**config.mk**
```make
export PLATFORM = sky130hd
export DESIGN_NAME = thresholding_cfg_loader
export DESIGN_NICKNAME = d
export VERILOG_FILES = /design/src/rtl/thresholding_cfg_pkg.sv /design/src/rtl/thresholding_cfg_addr_gen.sv /design/src/rtl/thresholding_cfg_loader.sv
export SDC_FILE = /design/constraint.sdc
export NUM_CORES = 1
export LEC_CHECK = 0
export ABC_AREA = 1
export ABC_CLOCK_PERIOD_IN_PS = 3150
export CAP_MARGIN = 10
export CORE_ASPECT_RATIO = 1.5
export CORE_UTILIZATION = 36
export DETAILED_ROUTE_END_ITERATION = 12
export PLACE_DENSITY = 0.94
export SYNTH_ARGS = -nofsm -noshare
export SYNTH_HDL_FRONTEND = slang
export SYNTH_HIERARCHICAL = 1
export SYNTH_SLANG_ARGS = --single-unit
```
**constraint.sdc**
```tcl
create_clock -name clk -period 3.15 [get_ports clk]
set_input_delay 0.63 -clock clk [delete_from_list [all_inputs] [get_ports clk]]
set_output_delay 0.63 -clock clk [all_outputs]
set_load 0.05 [all_outputs]
```
**src/rtl/thresholding_cfg_pkg.sv**
```systemverilog
`default_nettype none
// thresholding_cfg_pkg: shared FSM states, AXI response code and address composition for the loader.
// Revision: 1.0
package thresholding_cfg_pkg;

   typedef enum logic [2:0] {
      ST_IDLE   = 3'd0,
      ST_FETCH  = 3'd1,
      ST_WRITE  = 3'd2,
      ST_RESP   = 3'd3,
      ST_VERIFY = 3'd4,
      ST_DONE   = 3'd5
   } state_t;

   localparam logic [1:0] c_OKAY = 2'b00;

   // Word address {cf, pe, t}; fields collapse to nothing when their count is 1.
   function automatic logic [31:0] compose_addr(
      input int cf,
      input int pe,
      input int t,
      input int n_bits,
      input int pe_cnt,
      input int cf_cnt
   );
      int pe_bits;
      logic [31:0] word;
      pe_bits = (pe_cnt > 1) ? $clog2(pe_cnt) : 0;
      word    = 32'(t);
      if (pe_cnt > 1) word = word | (32'(pe) << n_bits);
      if (cf_cnt > 1) word = word | (32'(cf) << (n_bits + pe_bits));
      return word;
   endfunction

endpackage
`default_nettype wire

```
**src/rtl/thresholding_cfg_addr_gen.sv**
```systemverilog
`default_nettype none
// thresholding_cfg_addr_gen: t -> pe -> cf counter chain producing the core's threshold word address.
// Revision: 1.0
module thresholding_cfg_addr_gen
   import thresholding_cfg_pkg::*;
#(
   parameter int N         = 4,
   parameter int PE        = 2,
   parameter int CF        = 3,
   parameter int WORD_BITS = 7
) (
   input  logic                 clk,
   input  logic                 rst,
   input  logic                 i_clear,
   input  logic                 i_advance,
   output logic                 o_last,
   output logic [WORD_BITS-1:0] o_addr
);

   localparam int PE_W = (PE > 1) ? $clog2(PE) : 1;
   localparam int CF_W = (CF > 1) ? $clog2(CF) : 1;

   localparam logic [N-1:0]    c_T_LAST  = N'((1 << N) - 2);
   localparam logic [PE_W-1:0] c_PE_LAST = PE_W'(PE - 1);
   localparam logic [CF_W-1:0] c_CF_LAST = CF_W'(CF - 1);

   logic [N-1:0]    r_t;
   logic [PE_W-1:0] r_pe;
   logic [CF_W-1:0] r_cf;

   logic w_t_wrap;
   logic w_pe_wrap;
   logic w_cf_wrap;

   assign w_t_wrap  = (r_t == c_T_LAST);
   assign w_pe_wrap = (r_pe == c_PE_LAST);
   assign w_cf_wrap = (r_cf == c_CF_LAST);

   always_ff @(posedge clk) begin
      if (rst || i_clear) begin
         r_t  <= '0;
         r_pe <= '0;
         r_cf <= '0;
      end else if (i_advance) begin
         if (!w_t_wrap) begin
            r_t <= r_t + 1'b1;
         end else begin
            r_t <= '0;
            if (!w_pe_wrap) begin
               r_pe <= r_pe + 1'b1;
            end else begin
               r_pe <= '0;
               r_cf <= w_cf_wrap ? '0 : r_cf + 1'b1;
            end
         end
      end
   end

   assign o_last = w_t_wrap && w_pe_wrap && w_cf_wrap;
   assign o_addr = WORD_BITS'(compose_addr(int'(r_cf), int'(r_pe), int'(r_t), N, PE, CF));

endmodule
`default_nettype wire

```
**src/rtl/thresholding_cfg_loader.sv**
```systemverilog
`default_nettype none
// thresholding_cfg_loader: AXI4-Stream thresholds -> AXI4-Lite writes into a thresholding core (rev 1.0).
// Optional readback check per word when THRESHOLDING_CFG_LOADER_VERIFY_EN is defined.
module thresholding_cfg_loader
   import thresholding_cfg_pkg::*;
#(
   parameter  int N         = 4,
   parameter  int K         = 16,
   parameter  int C         = 6,
   parameter  int PE        = 2,
   parameter  int SIGNED    = 0,
   localparam int CF        = C / PE,
   localparam int ADDR_BITS = $clog2(CF) + $clog2(PE) + N + 2
) (
   input  logic                 clk,
   input  logic                 rst,
   input  logic                 start,
   output logic                 busy,
   output logic                 done,
   output logic                 err,
   output logic                 s_axis_tready,
   input  logic                 s_axis_tvalid,
   input  logic [K-1:0]         s_axis_tdata,
   output logic                 m_axilite_AWVALID,
   input  logic                 m_axilite_AWREADY,
   output logic [ADDR_BITS-1:0] m_axilite_AWADDR,
   output logic                 m_axilite_WVALID,
   input  logic                 m_axilite_WREADY,
   output logic [31:0]          m_axilite_WDATA,
   output logic [3:0]           m_axilite_WSTRB,
   input  logic                 m_axilite_BVALID,
   output logic                 m_axilite_BREADY,
   input  logic [1:0]           m_axilite_BRESP,
   output logic                 m_axilite_ARVALID,
   input  logic                 m_axilite_ARREADY,
   output logic [ADDR_BITS-1:0] m_axilite_ARADDR,
   input  logic                 m_axilite_RVALID,
   output logic                 m_axilite_RREADY,
   input  logic [31:0]          m_axilite_RDATA,
   input  logic [1:0]           m_axilite_RRESP
);

   localparam int WORD_BITS = ADDR_BITS - 2;

   state_t               r_state;
   state_t               w_next;
   logic                 r_awvalid;
   logic                 r_wvalid;
   logic                 r_err;
   logic [31:0]          r_wdata;
   logic [31:0]          w_ext;
   logic [WORD_BITS-1:0] w_addr;
   logic                 w_last;
   logic                 w_advance;
   logic                 w_set_err;
   logic                 w_start_ok;
   logic                 w_aw_ok;
   logic                 w_w_ok;

   thresholding_cfg_addr_gen #(
      .N         (N),
      .PE        (PE),
      .CF        (CF),
      .WORD_BITS (WORD_BITS)
   ) u_addr_gen (
      .clk       (clk),
      .rst       (rst),
      .i_clear   (w_start_ok),
      .i_advance (w_advance),
      .o_last    (w_last),
      .o_addr    (w_addr)
   );

   generate
      if (SIGNED != 0) begin : g_ext_signed
         assign w_ext = 32'($signed(s_axis_tdata));
      end else begin : g_ext_zero
         assign w_ext = 32'(s_axis_tdata);
      end
   endgenerate

   assign w_start_ok = start && ((r_state == ST_IDLE) || (r_state == ST_DONE));
   assign w_aw_ok    = !r_awvalid || m_axilite_AWREADY;
   assign w_w_ok     = !r_wvalid  || m_axilite_WREADY;

`ifdef THRESHOLDING_CFG_LOADER_VERIFY_EN
   logic r_arvalid;
   logic w_rready;
   logic w_rd_ok;
   logic w_unused_rd;

   // Read address goes first; data is accepted only once AR has completed.
   assign w_rready    = (r_state == ST_VERIFY) && !r_arvalid;
   assign w_rd_ok     = (m_axilite_RDATA[K-1:0] == r_wdata[K-1:0]) && (m_axilite_RRESP == c_OKAY);
   assign w_unused_rd = ^(m_axilite_RDATA >> K);
`else
   logic w_unused_rd;
   assign w_unused_rd = ^{m_axilite_ARREADY, m_axilite_RVALID, m_axilite_RDATA, m_axilite_RRESP};
`endif

   always_ff @(posedge clk) begin
      if (rst) r_state <= ST_IDLE;
      else     r_state <= w_next;
   end

   always_comb begin
      w_next    = r_state;
      w_advance = 1'b0;
      w_set_err = 1'b0;
      case (r_state)
         ST_IDLE, ST_DONE: begin
            if (start) w_next = ST_FETCH;
         end
         ST_FETCH: begin
            if (s_axis_tvalid) w_next = ST_WRITE;
         end
         ST_WRITE: begin
            if (w_aw_ok && w_w_ok) w_next = ST_RESP;
         end
         ST_RESP: begin
            if (m_axilite_BVALID) begin
               if (m_axilite_BRESP != c_OKAY) begin
                  w_set_err = 1'b1;
                  w_next    = ST_DONE;
`ifdef THRESHOLDING_CFG_LOADER_VERIFY_EN
               end else begin
                  w_next = ST_VERIFY;
               end
`else
               end else if (w_last) begin
                  w_next = ST_DONE;
               end else begin
                  w_advance = 1'b1;
                  w_next    = ST_FETCH;
               end
`endif
            end
         end
`ifdef THRESHOLDING_CFG_LOADER_VERIFY_EN
         ST_VERIFY: begin
            if (w_rready && m_axilite_RVALID) begin
               if (!w_rd_ok) begin
                  w_set_err = 1'b1;
                  w_next    = ST_DONE;
               end else if (w_last) begin
                  w_next = ST_DONE;
               end else begin
                  w_advance = 1'b1;
                  w_next    = ST_FETCH;
               end
            end
         end
`endif
         default: w_next = ST_IDLE;
      endcase
   end

   always_ff @(posedge clk) begin
      if (rst) begin
         r_awvalid <= 1'b0;
         r_wvalid  <= 1'b0;
         r_wdata   <= '0;
         r_err     <= 1'b0;
`ifdef THRESHOLDING_CFG_LOADER_VERIFY_EN
         r_arvalid <= 1'b0;
`endif
      end else begin
         if (w_start_ok)     r_err <= 1'b0;
         else if (w_set_err) r_err <= 1'b1;

         // Each VALID falls independently once its own ready has been seen.
         if (r_state == ST_FETCH && s_axis_tvalid) begin
            r_wdata   <= w_ext;
            r_awvalid <= 1'b1;
            r_wvalid  <= 1'b1;
         end else begin
            if (r_awvalid && m_axilite_AWREADY) r_awvalid <= 1'b0;
            if (r_wvalid && m_axilite_WREADY)   r_wvalid  <= 1'b0;
         end
`ifdef THRESHOLDING_CFG_LOADER_VERIFY_EN
         if (r_state == ST_RESP && m_axilite_BVALID && m_axilite_BRESP == c_OKAY)
            r_arvalid <= 1'b1;
         else if (r_arvalid && m_axilite_ARREADY)
            r_arvalid <= 1'b0;
`endif
      end
   end

   assign busy              = (r_state != ST_IDLE) && (r_state != ST_DONE);
   assign done              = (r_state == ST_DONE);
   assign err               = r_err;
   assign s_axis_tready     = (r_state == ST_FETCH);
   assign m_axilite_AWVALID = r_awvalid;
   assign m_axilite_AWADDR  = {w_addr, 2'b00};
   assign m_axilite_WVALID  = r_wvalid;
   assign m_axilite_WDATA   = r_wdata;
   assign m_axilite_WSTRB   = 4'hF;
   assign m_axilite_BREADY  = (r_state == ST_RESP);
`ifdef THRESHOLDING_CFG_LOADER_VERIFY_EN
   assign m_axilite_ARVALID = r_arvalid;
   assign m_axilite_ARADDR  = {w_addr, 2'b00};
   assign m_axilite_RREADY  = w_rready;
`else
   assign m_axilite_ARVALID = 1'b0;
   assign m_axilite_ARADDR  = '0;
   assign m_axilite_RREADY  = 1'b0;
`endif

endmodule
`default_nettype wire

```
* Yosys cells after proc, flatten, opt, wreduce, memory -nomap -nowiden
Cells that the tools add are included.
** Cells by class
- Add/subtract/negate cells :: 3
- Equality and inequality tests :: 11
- Muxes and demuxes :: 21
- Bitwise gates (word level) :: 2
- Reduce and logical (&&, ||, !) cells :: 24
** Operators with widths (count)
- 3-bit two-way mux :: 6
- 1-bit two-way mux :: 12
- 3-bit case mux with 4 select lines :: 1
- 1-bit logical AND :: 8
- 7-bit bitwise OR :: 1
- 3-bit by 2-bit equality test with 1-bit output (second input constant) :: 2
- 2-bit inequality test (second input constant) :: 3
- 2-bit nonzero test :: 3
- 4-bit by 5-bit bitwise OR with 5-bit output :: 1
- 4-bit by 1-bit adder with 4-bit output (second input constant) :: 1
- 4-bit equality test (second input constant) :: 1
- 1-bit logical OR :: 4
- 4-bit two-way mux :: 1
- 4-bit AND reduction :: 1
- 2-bit OR reduction :: 2
- 3-bit by 1-bit equality test with 1-bit output (second input constant) :: 1
- 3-bit equality test (second input constant) :: 1
- 3-bit logical NOT :: 1
- 3-bit inequality test (second input constant) :: 1
- 3-bit AND reduction :: 1
- 3-bit nonzero test :: 1
- 2-bit by 1-bit adder with 2-bit output (second input constant) :: 1
- 2-bit equality test (second input constant) :: 1
- 1-bit logical NOT :: 2
- other kinds (4) :: 4
** Storage, ports and cells
- Register bits :: 29
- Bits of input ports :: 61
- Output and inout port bits :: 63
- Logic and storage cells :: 69

* Logic depth before layout (Yosys ltp)
Gate-level depths: netlist (run 1).
- Word-level depth :: 8
- Gate-level depth with buffers :: 12
- Mapped depth without buffers :: 12

* By module
Netlist (run 1), hierarchy kept.
** By module, submodules not included
- thresholding_cfg_loader :: times used 1, cells an instance 170, area an instance 1199.9 um^2
- thresholding_cfg_addr_gen :: times used 1, cells an instance 50, area an instance 369.1 um^2

* Least setup slack after synthesis (run 1)
Ideal clock, no wire load.
- Kind :: reg2reg
- Start :: register r_state[1]
- End :: register u_addr_gen.r_t[2]
- Setup time :: 0.115 ns
- Arrival time :: 1.981 ns
- Data required time :: 3.035 ns
- Slack :: 1.054 ns
- Cell stages (with the launch flop) :: 9
- Buffers on the path :: 0
- Period minus slack after synthesis :: 2.096 ns
- Cell sequence :: dfxtp_1 -> nand2_1 -> nor2_1 -> nand2_1 -> nor2_1 -> nand2_1 -> nor2_4 -> xnor2_1 -> nor2_1
** On the way
- Elaborated cells on any way between the ends :: 7
- Those cells by class :: eq/ne: 2; mux: 1; reduce/logical: 4
** RTL lines
- start, declared :: RTL line thresholding_cfg_loader.sv:45 : state_t r_state;
- start signal, assigned :: RTL line thresholding_cfg_loader.sv:103 : else r_state <= w_next;
- 3-bit by 2-bit equality test with 1-bit output
- named net m_axilite_BREADY :: RTL line thresholding_cfg_loader.sv:32 : output logic m_axilite_BREADY,
- 1-bit two-way mux :: RTL line thresholding_cfg_loader.sv:110 : case (r_state)
- named net w_advance :: RTL line thresholding_cfg_loader.sv:54 : logic w_advance;
- end signal, assigned :: RTL line thresholding_cfg_addr_gen.sv:46 : r_t <= r_t + 1'b1;
- end, declared :: RTL line thresholding_cfg_addr_gen.sv:27 : logic [N-1:0] r_t;
The timed path passes the listed nets, and every way through them passes these cells.
A chain may end at the register's enable or synchronous reset.

* Worst setup path after layout (run 1)
- Start :: register r_state[2]
- End :: output busy
** On the way
- Longest elaborated chain between the ends :: 2
- Elaborated cells on any way between the ends :: 3
- Those cells by class :: eq/ne: 1; reduce/logical: 2
** Ends and longest elaborated chain
- 3-bit inequality test / 3-bit nonzero test (equally long branches) :: RTL line thresholding_cfg_loader.sv:189 : assign busy = (r_state != ST_IDLE) && (r_state != ST_DONE);
- 1-bit logical AND * :: RTL line thresholding_cfg_loader.sv:189
- end, declared :: RTL line thresholding_cfg_loader.sv:18 : output logic busy,
Mark *: on every way between the ends. The rest lies on a longest branch, timed or not.

==> metrics.md, run 1 <==
| Metric | Value |
|---|---|
| Status | finished, final reports clean |
| RSZ-0062 raised after global routing | no |
| Share of layout cells above drive strength 1 | between 7 and 8% |
| CTS tree | yes |
| CP max-delay cell | clkdlybuf4s50_1 |
| Pleak | 0.929 nW |
| Gpl congestion | 0.822 |
| CTS Root Cell | clkbuf_8 |
| Hold Vio Cnt, Final | 0 |
| Complex-gate fraction of the synthesized area | approximately 8.7% |
| CTS buffer count | 5 |
| Largest net degree at the start of global routing | 21 |
| Setup crit start kind | flip-flop |
| Sw frac | 47.1% |
| Cells after synthesis | 220 |
| # H-tree levels | 2 |
| Worst hold slack | slightly below 0.5 ns |
| Final ANT Viol Nets | 0 |
| Critical path's largest stage delay | ~0.8 ns |
| CP endpoint kind | primary output |
| Final Instance Area | 0.00208 mm^2 |
| DRT iter0 DRCs | 48 |
| Std-Cell Core Area | roughly 0.0042 mm^2 |
| Via/cell ratio | 4.40 |
| Gr usage total | between 10 and 15% |
| Slew headroom | 63.3% |
| Clock sinks | 29 |
| Worst-Skew Late Latency | 0.27 ns |
| Simple-Gate Fraction of Synth Area | around 29% |
| Hold Crit Depth | 2 |
| Share of power burned in combinational logic | 51.6% |
| Placement Rows | 29 |
| Area of the multi-input gates | 717 um^2 |
| Setup tns final | 0 ns |
| Most frequent CP cell | nand2_1 |
| Post-Syn Area | 0.00157 mm^2 |
| Final period util | 78.7% |
| Synth warnings | 6 |
| Fin nets | 335 |
| Fillers | 403 |
| Initial Util | 37.3% |
| Initial antenna violation count | 0 |
| Dpl ws | 0.960 ns |
| Hold Crit Start | m_axilite_WDATA[10]$_SDFFE_PP0P_ |
| CP Data Arrival Time | 1.85 ns |
| Clock network power share | between 10% and 20% |
| Die height | 82.9 um |
| Netlist cell types | 26 |
| Hold EP | m_axilite_WDATA[10]$_SDFFE_PP0P_ |
| Max-Cap Viols | 0 |
| DRC violations left | 0 |
| Crit Path Max Fanout | 7 |
| DR pass1 iterations | 4 |
| Critical path type | flip-flop to primary output |
| Largest family of logic cells by synthesized area | simple AND/OR/NAND/NOR gates |
| Mapped Avg Cell Area | 7.13 um^2 |
| Final WS setup | 0.671 ns |
| Vias in the first global route | 1,268 |
| Sequential power share | 29.9% |
| Final Routed Wirelength | 3170 um |
| CTS Hold Bufs | 0 |
| Max Clock Skew | 0.00609 ns |
| Sw Pwr | 0.000774 W |
| Post-Synth Adder-Cell Area | 0% |
| Setup bufs post-CTS | 0 |
| First-pass GRT wire length | roughly 5400 um |
| Min-Delay Path Class | flip-flop to flip-flop |
| Xor and xnor area share after synthesis | 0.558% |
| Req. time, crit path | 2.52 ns |
| Grt total ovfl | 0 |
| Reg2reg start | u_addr_gen/r_t[1]$_SDFFE_PP0P_ |
| Min Tclk post-route | about 2.5 ns |
| Die area | 0.00463 mm^2 |
| Fmax achieved | 0.403 GHz |
| Port Buf Inserts | 54 |
| Average wire per standard cell | 9.91 um |
| Reg2Reg Setup Slack | 1.40 ns |
| Total number of vias | between 1,000 and 1,500 |
| Mux contribution to synthesized area | 0% |
| Area Overhead vs Synth | 32.6% |
| Clock transition at the registers of the reported paths | roughly 0.06 ns |
| Reg2reg end | u_addr_gen/r_t[1]$_SDFFE_PP0P_ |
| Post-CTS resize count | 0 |
| Clock Path Buffers | 2 |
| Register bit total from synthesis | 29 |
| Final-report max-slew violation count | 0 |
| Die width | 55.9 um |
| Pint | 0.000870 W |
| Power Density | about 790 mW/mm^2 |
| Reg2reg path depth | 10 |
| DP Area | 0.00199 mm^2 |
| CP cell instances | nor2_1, nand2_1, nand2_1, inv_1, clkdlybuf4s50_1 |
| Final setup vio count | 0 |
| HPWL after DPL | 2500 um |
| Maximum vdd ir drop | about 0.00044 V |
| IO Pins | about 120 |
| Measured slew at the worst slew-check pin | 0.551 ns |
| Sequential-to-total area share from yosys stat | 37.0% |
| Ant. Diodes | 0 |
| Final core utilization | 49.4% |
| Seq. cell area | 581 um^2 |
## flip-flops by register name, summed over array words and instances, names as in the netlist
signal	flops
u_addr_gen/r_cf	2
u_addr_gen/r_t	4
r_state	3
m_axilite_WVALID	1
m_axilite_WDATA	16
m_axilite_AWVALID	1
err	1
u_addr_gen/r_pe	1
## layout by cell type, fill, tap and decap left out, drive strengths merged
cell type,n
nand3,6
xnor2,1
clkdlybuf4s50,54
nand3b,1
nand2,33
nor2,54
a31oi,1
nor4,2
nand4,2
conb,33
dfxtp,29
a21oi,8
clkbuf,7
o21ai,18
inv,25
## final cells by class
| type | instances | share of cell area (%) |
|---|---|---|
| Inverter | 25 | 4.75 |
| Clock buffer | 7 | 4.15 |
| Multi-Input combinational cell | 159 | 34.5 |
| Tap cell | 46 | 2.77 |
| Sequential cell | 29 | 27.9 |
| Timing Repair Buffer | 54 | 26.0 |
## power by group through the flow
| stage | clock (W) | combinational [W] | sequential, W |
|---|---|---|---|
| 5_1_grt | 0.000332 | 0.000911 | 0.000508 |
| 6_report | 0.000303 | 0.000849 | 0.000492 |
| 4_1_cts | 0.000312 | 0.000854 | 0.000493 |
| 3_5_place_dp | 0 | 0.000852 | 0.000501 |
| 2_1_floorplan | 0 | 0.000467 | 0.000698 |
| 3_3_place_gp | 0 | 0.000837 | 0.000497 |
## kinds of logic after synthesis
group	Yosys count
other	2
xor gates and xnor gates	1
buffers and inverters	63
AOI/OAI and AO/OA	27
and+or+nand+nor	98
DFF	29
## metal layers
metal,GRT usage (%),wire [um],share of wire (%)
met1,13.5,1220,39
met2,28.9,1710,54
met3,4.21,212,6.7
met4,5.32,29,0.91
met5,0,0,0
## Yosys cell counts (all sizes together)
cell,count,area [um^2]
nor2,54,246
buf,36,282
nand2,33,134
dfxtp,29,581
inv,25,98.8
o21ai,18,90.1
a21oi,8,40.0
nand3,6,35.0
clkbuf,2,7.51
conb,2,7.51
nand4,2,12.5
nor4,2,12.5
a31oi,1,6.26
nand3b,1,7.51
xnor2,1,8.76
## worst max-delay path by stage
stage                                        from                             end  slack (ns)  cells after the start
final                     r_state[2]$_SDFFE_PP0P_                            busy        0.67                      5
after global routing      r_state[2]$_SDFFE_PP0P_                            busy        0.52                      5
after CTS                 r_state[2]$_SDFFE_PP0P_                            busy        0.65                      5
after detailed placement  r_state[2]$_SDFFE_PP0P_                            busy        0.96                      5
after global placement    r_state[2]$_SDFFE_PP0P_                            busy        0.98                      5
after floorplan           r_state[1]$_SDFFE_PP0P_  u_addr_gen/r_t[2]$_SDFFE_PP0P_        1.05                      8
## worst max-delay path, delay by kind of cell (launching register included)
family | cells | cell delay, ns
and+or+nand+nor | 3 | 0.21
DFF | 1 | 0.47
buffers and inverters | 2 | 0.88
## metrics by stage
stage	std cells	total power [W]
2_1_floorplan	251	0.00117
3_3_place_gp	313	0.00133
3_5_place_dp	313	0.00135
4_1_cts	320	0.00166
5_1_grt	320	0.00175
6_report	320	0.00164
Note: power is estimated with default switching activity, not from simulation.
==> run 2, diff against run 1 <==
--- a/config.mk
+++ b/config.mk
@@ -6,12 +6,12 @@
 export NUM_CORES = 1
 export LEC_CHECK = 0
 export ABC_AREA = 1
-export ABC_CLOCK_PERIOD_IN_PS = 3150
+export ABC_CLOCK_PERIOD_IN_PS = 2300
 export CAP_MARGIN = 10
 export CORE_ASPECT_RATIO = 1.5
-export CORE_UTILIZATION = 36
+export CORE_UTILIZATION = 33
 export DETAILED_ROUTE_END_ITERATION = 12
-export PLACE_DENSITY = 0.94
+export PLACE_DENSITY = 0.87
 export SYNTH_ARGS = -nofsm -noshare
 export SYNTH_HDL_FRONTEND = slang
 export SYNTH_HIERARCHICAL = 1
==> constraint.sdc (replaced) <==
create_clock -name clk -period 2.3 [get_ports clk]
set_input_delay 0.46 -clock clk [delete_from_list [all_inputs] [get_ports clk]]
set_output_delay 0.46 -clock clk [all_outputs]
set_load 0.05 [all_outputs]
==> run 2 against run 1 <==
Design area is 0.42% higher. Critical path depth decreased by 4. Clock skew down 0.0047 ns. Hold slack gained 0.00071 ns. Clock power rose by 28%. Global-route usage down 1.9 points. Highest routed layer unchanged. Non-clock buffer count did not move. Critical endpoint is now m_axilite_AWADDR[7].
==> metrics.md, run 2 (synthesized netlist as in run 1, its figures left out) <==
| Metric | Value |
|---|---|
| First-pass GRT wire length | 4870 um (was 5400 um) |
| Sw Pwr | 0.00106 W (was 0.000774 W) |
| Reg2reg path depth | 9 (was 10) |
| Fmax achieved | 0.501 GHz |
| Metal-1 WL | 1160 um (was 1220 um) |
| Final-report max-slew violation count | 0 (unchanged) |
| Ant. Diodes | 0 (unchanged) |
| Top layer in use | met4 (unchanged) |
| Final setup vio count | 0 (unchanged) |
| Final period util | between 80% and 90% |
| CP Buf/Inv Count | 1 (was 2) |
| CP cell instances | clkdlybuf4s50_1 (was nor2_1, nand2_1, nand2_1, inv_1, clkdlybuf4s50_1) |
| Most frequent cells in the layout | clkdlybuf4s50_1 (50), nor2_1 (48), conb_1 (33) (was clkdlybuf4s50_1 (54), nor2_1 (48), conb_1 (33)) |
| CP Data Arrival Time | 1.53 ns (was 1.85 ns) |
| Stages on worst setup path | 1 (was 5) |
| Status | finished, final reports clean (unchanged) |
| Final Routed Wirelength | 3070 um (was 3170 um) |
| RSZ-0062 raised after global routing | no (unchanged) |
| Die area | 0.00504 mm^2 (was 0.00463 mm^2) |
| Reg2reg start | u_addr_gen/r_t[1]$_SDFFE_PP0P_ (unchanged) |
| Gr usage total | 12.6% (was 14.6%) |
| Max-Cap Viols | 0 (unchanged) |
| Placement Rows | 30 (was 29) |
| DRT iter0 DRCs | 41 (was 48) |
| CP max-delay cell | clkdlybuf4s50_1 (unchanged) |
| Delay-heaviest family, CP | buffers and inverters (unchanged) |
| Worst hold slack | 0.481 ns (was 0.480 ns) |
| Hold Crit Depth | 2 (unchanged) |
| Sequential power share | 30.5% (was 29.9%) |
| Share of power burned in combinational logic | 51.9% (was 51.6%) |
| Critical path's largest stage delay | 0.87 ns (was 0.80 ns) |
| Hold Vio Cnt, Final | 0 (unchanged) |
| Area Overhead vs Synth | 33.2% (was 32.6%) |
| Gpl congestion | 0.860 (was 0.822) |
| Post-CTS resize count | 0 (unchanged) |
| CTS tree | yes (unchanged) |
| IO Pins | 124 (unchanged) |
| Port Buf Inserts | 54 (unchanged) |
| CTS Hold Bufs | 0 (unchanged) |
| Worst-Skew Late Latency | 0.27 ns (about the same) |
| Total number of vias | 1,394 (was 1,409) |
| Sw frac | 47.9% (was 47.1%) |
| Slew headroom | 62.7% (was 63.3%) |
| CTS buffer count | 5 (unchanged) |
| Max FFs per register | 16 (unchanged) |
| CP endpoint kind | primary output (unchanged) |
| Min Tclk post-route | around 2.0 ns |
| Share of layout cells above drive strength 1 | 9.09% (was 7.30%) |
| Clock Path Buffers | 2 (unchanged) |
| Final core utilization | 46.0% (was 49.4%) |
| Pleak | 0.936 nW (was 0.929 nW) |
| Largest net degree at the start of global routing | 21 (unchanged) |
| Critical path type | flip-flop to primary output (unchanged) |
| Most common cell after layout, fill and taps aside | clkdlybuf4s50_1 (unchanged) |
| CTS Root Cell | clkbuf_8 (unchanged) |
| Crit Path Max Fanout | 5 (was 7) |
| Setup crit start kind | flip-flop (unchanged) |
| Max Clock Skew | 0.00142 ns (was 0.00609 ns) |
| Clock sinks | 29 (unchanged) |
| Setup tns final | 0 ns (unchanged) |
| Initial antenna violation count | 0 (unchanged) |
| Initial Util | 34.5% (was 37.3%) |
| Pint | 0.00115 W (was 0.000870 W) |
| Req. time, crit path | 1.84 ns (was 2.52 ns) |
| Die height | 86.5 um (was 82.9 um) |
| Hold Crit Start | m_axilite_WDATA[5]$_SDFFE_PP0P_ (was m_axilite_WDATA[10]$_SDFFE_PP0P_) |
| Clock transition at the registers of the reported paths | 0.06 ns (about the same) |
| Average wire per standard cell | 9.05 um (was 9.91 um) |
| Measured slew at the worst slew-check pin | 0.557 ns (was 0.551 ns) |
| Final ANT Viol Nets | 0 (unchanged) |
| Vias in the first global route | 1,162 (was 1,268) |
| Clock network power share | 17.6% (was 18.4%) |
| Power Density | 1060 mW/mm^2 (was 790 mW/mm^2) |
| Die width | 58.3 um (was 55.9 um) |
| Std-Cell Core Area | 0.00454 mm^2 (was 0.00421 mm^2) |
| # H-tree levels | 2 (unchanged) |
| Via/cell ratio | 4.11 (was 4.40) |
| Met2 WL | 1630 um (was 1710 um) |
| Grt total ovfl | 0 (unchanged) |
| Setup bufs post-CTS | 0 (unchanged) |
| DRC violations left | 0 (unchanged) |
| WL met3 | 232 um (was 212 um) |
| HPWL after DPL | 2440 um (was 2500 um) |
| DR pass1 iterations | 4 (unchanged) |
| Min-Delay Path Class | flip-flop to flip-flop (unchanged) |
| CP Launch Point | u_addr_gen/r_cf[0]$_SDFFE_PP0P_ (was r_state[2]$_SDFFE_PP0P_) |
| Fin nets | 335 (unchanged) |
| Maximum vdd ir drop | 0.000412 V (was 0.000440 V) |
run 2: layer usage:
| layer | up-vias | global-route usage (%) |
|---|---|---|
| met1 | 598 | 11.5 |
| met3 | 4 | 4.93 |
| li1 | 722 | - |
| met2 | 70 | 23.8 |
| met4 | 0 | 5.84 |
| met5 | - | 0 |
run 2: worst paths after layout:
| path | to | slack [ns] |
|---|---|---|
| setup / recovery | m_axilite_AWADDR[7] | 0.31 |
| hold / removal | m_axilite_WDATA[5]$_SDFFE_PP0P_ | 0.48 |
| setup reg to reg | u_addr_gen/r_t[0]$_SDFFE_PP0P_ | 0.55 |
| hold reg to reg | m_axilite_WDATA[5]$_SDFFE_PP0P_ | 0.48 |
run 2: area by class of cell:
cell class	instances	area [um^2]
Clock buffer	6	72.6
Clock inverter	2	10.0
Fill cell	443	2450
Inverter	25	98.8
Multi-Input combinational cell	159	717
Sequential cell	29	581
Tap cell	64	80.1
Timing Repair Buffer	54	531
run 2: metrics by stage:
step | total power, W | setup WS, ns | area [um^2] | cells
2_1_floorplan | 0.00160 | 0.204 | 1690 | 251
4_1_cts | 0.00224 | 0.303 | 2090 | 339
5_1_grt | 0.00235 | 0.233 | 2090 | 339
3_3_place_gp | 0.00182 | 0.377 | 2010 | 331
6_report | 0.00221 | 0.306 | 2090 | 339
3_5_place_dp | 0.00184 | 0.377 | 2010 | 331
run 2: worst register-to-register path, cell delays in order (launching register included):
cell      delay (ns)
dfxtp_1         0.40
inv_2           0.08
nor2_2          0.11
nand2_1         0.06
nor4_1          0.23
nand3b_1        0.19
nor2_1          0.11
nand2_1         0.14
inv_1           0.07
nor4_1          0.26
run 2: power by group through the flow:
stage	combinational, W	clock (W)	sequential [W]
5_1_grt	0.00123	0.000425	0.000688
3_5_place_dp	0.00115	0	0.000687
3_3_place_gp	0.00114	0	0.000682
6_report	0.00115	0.000389	0.000675
4_1_cts	0.00115	0.000409	0.000676
2_1_floorplan	0.000639	0	0.000957
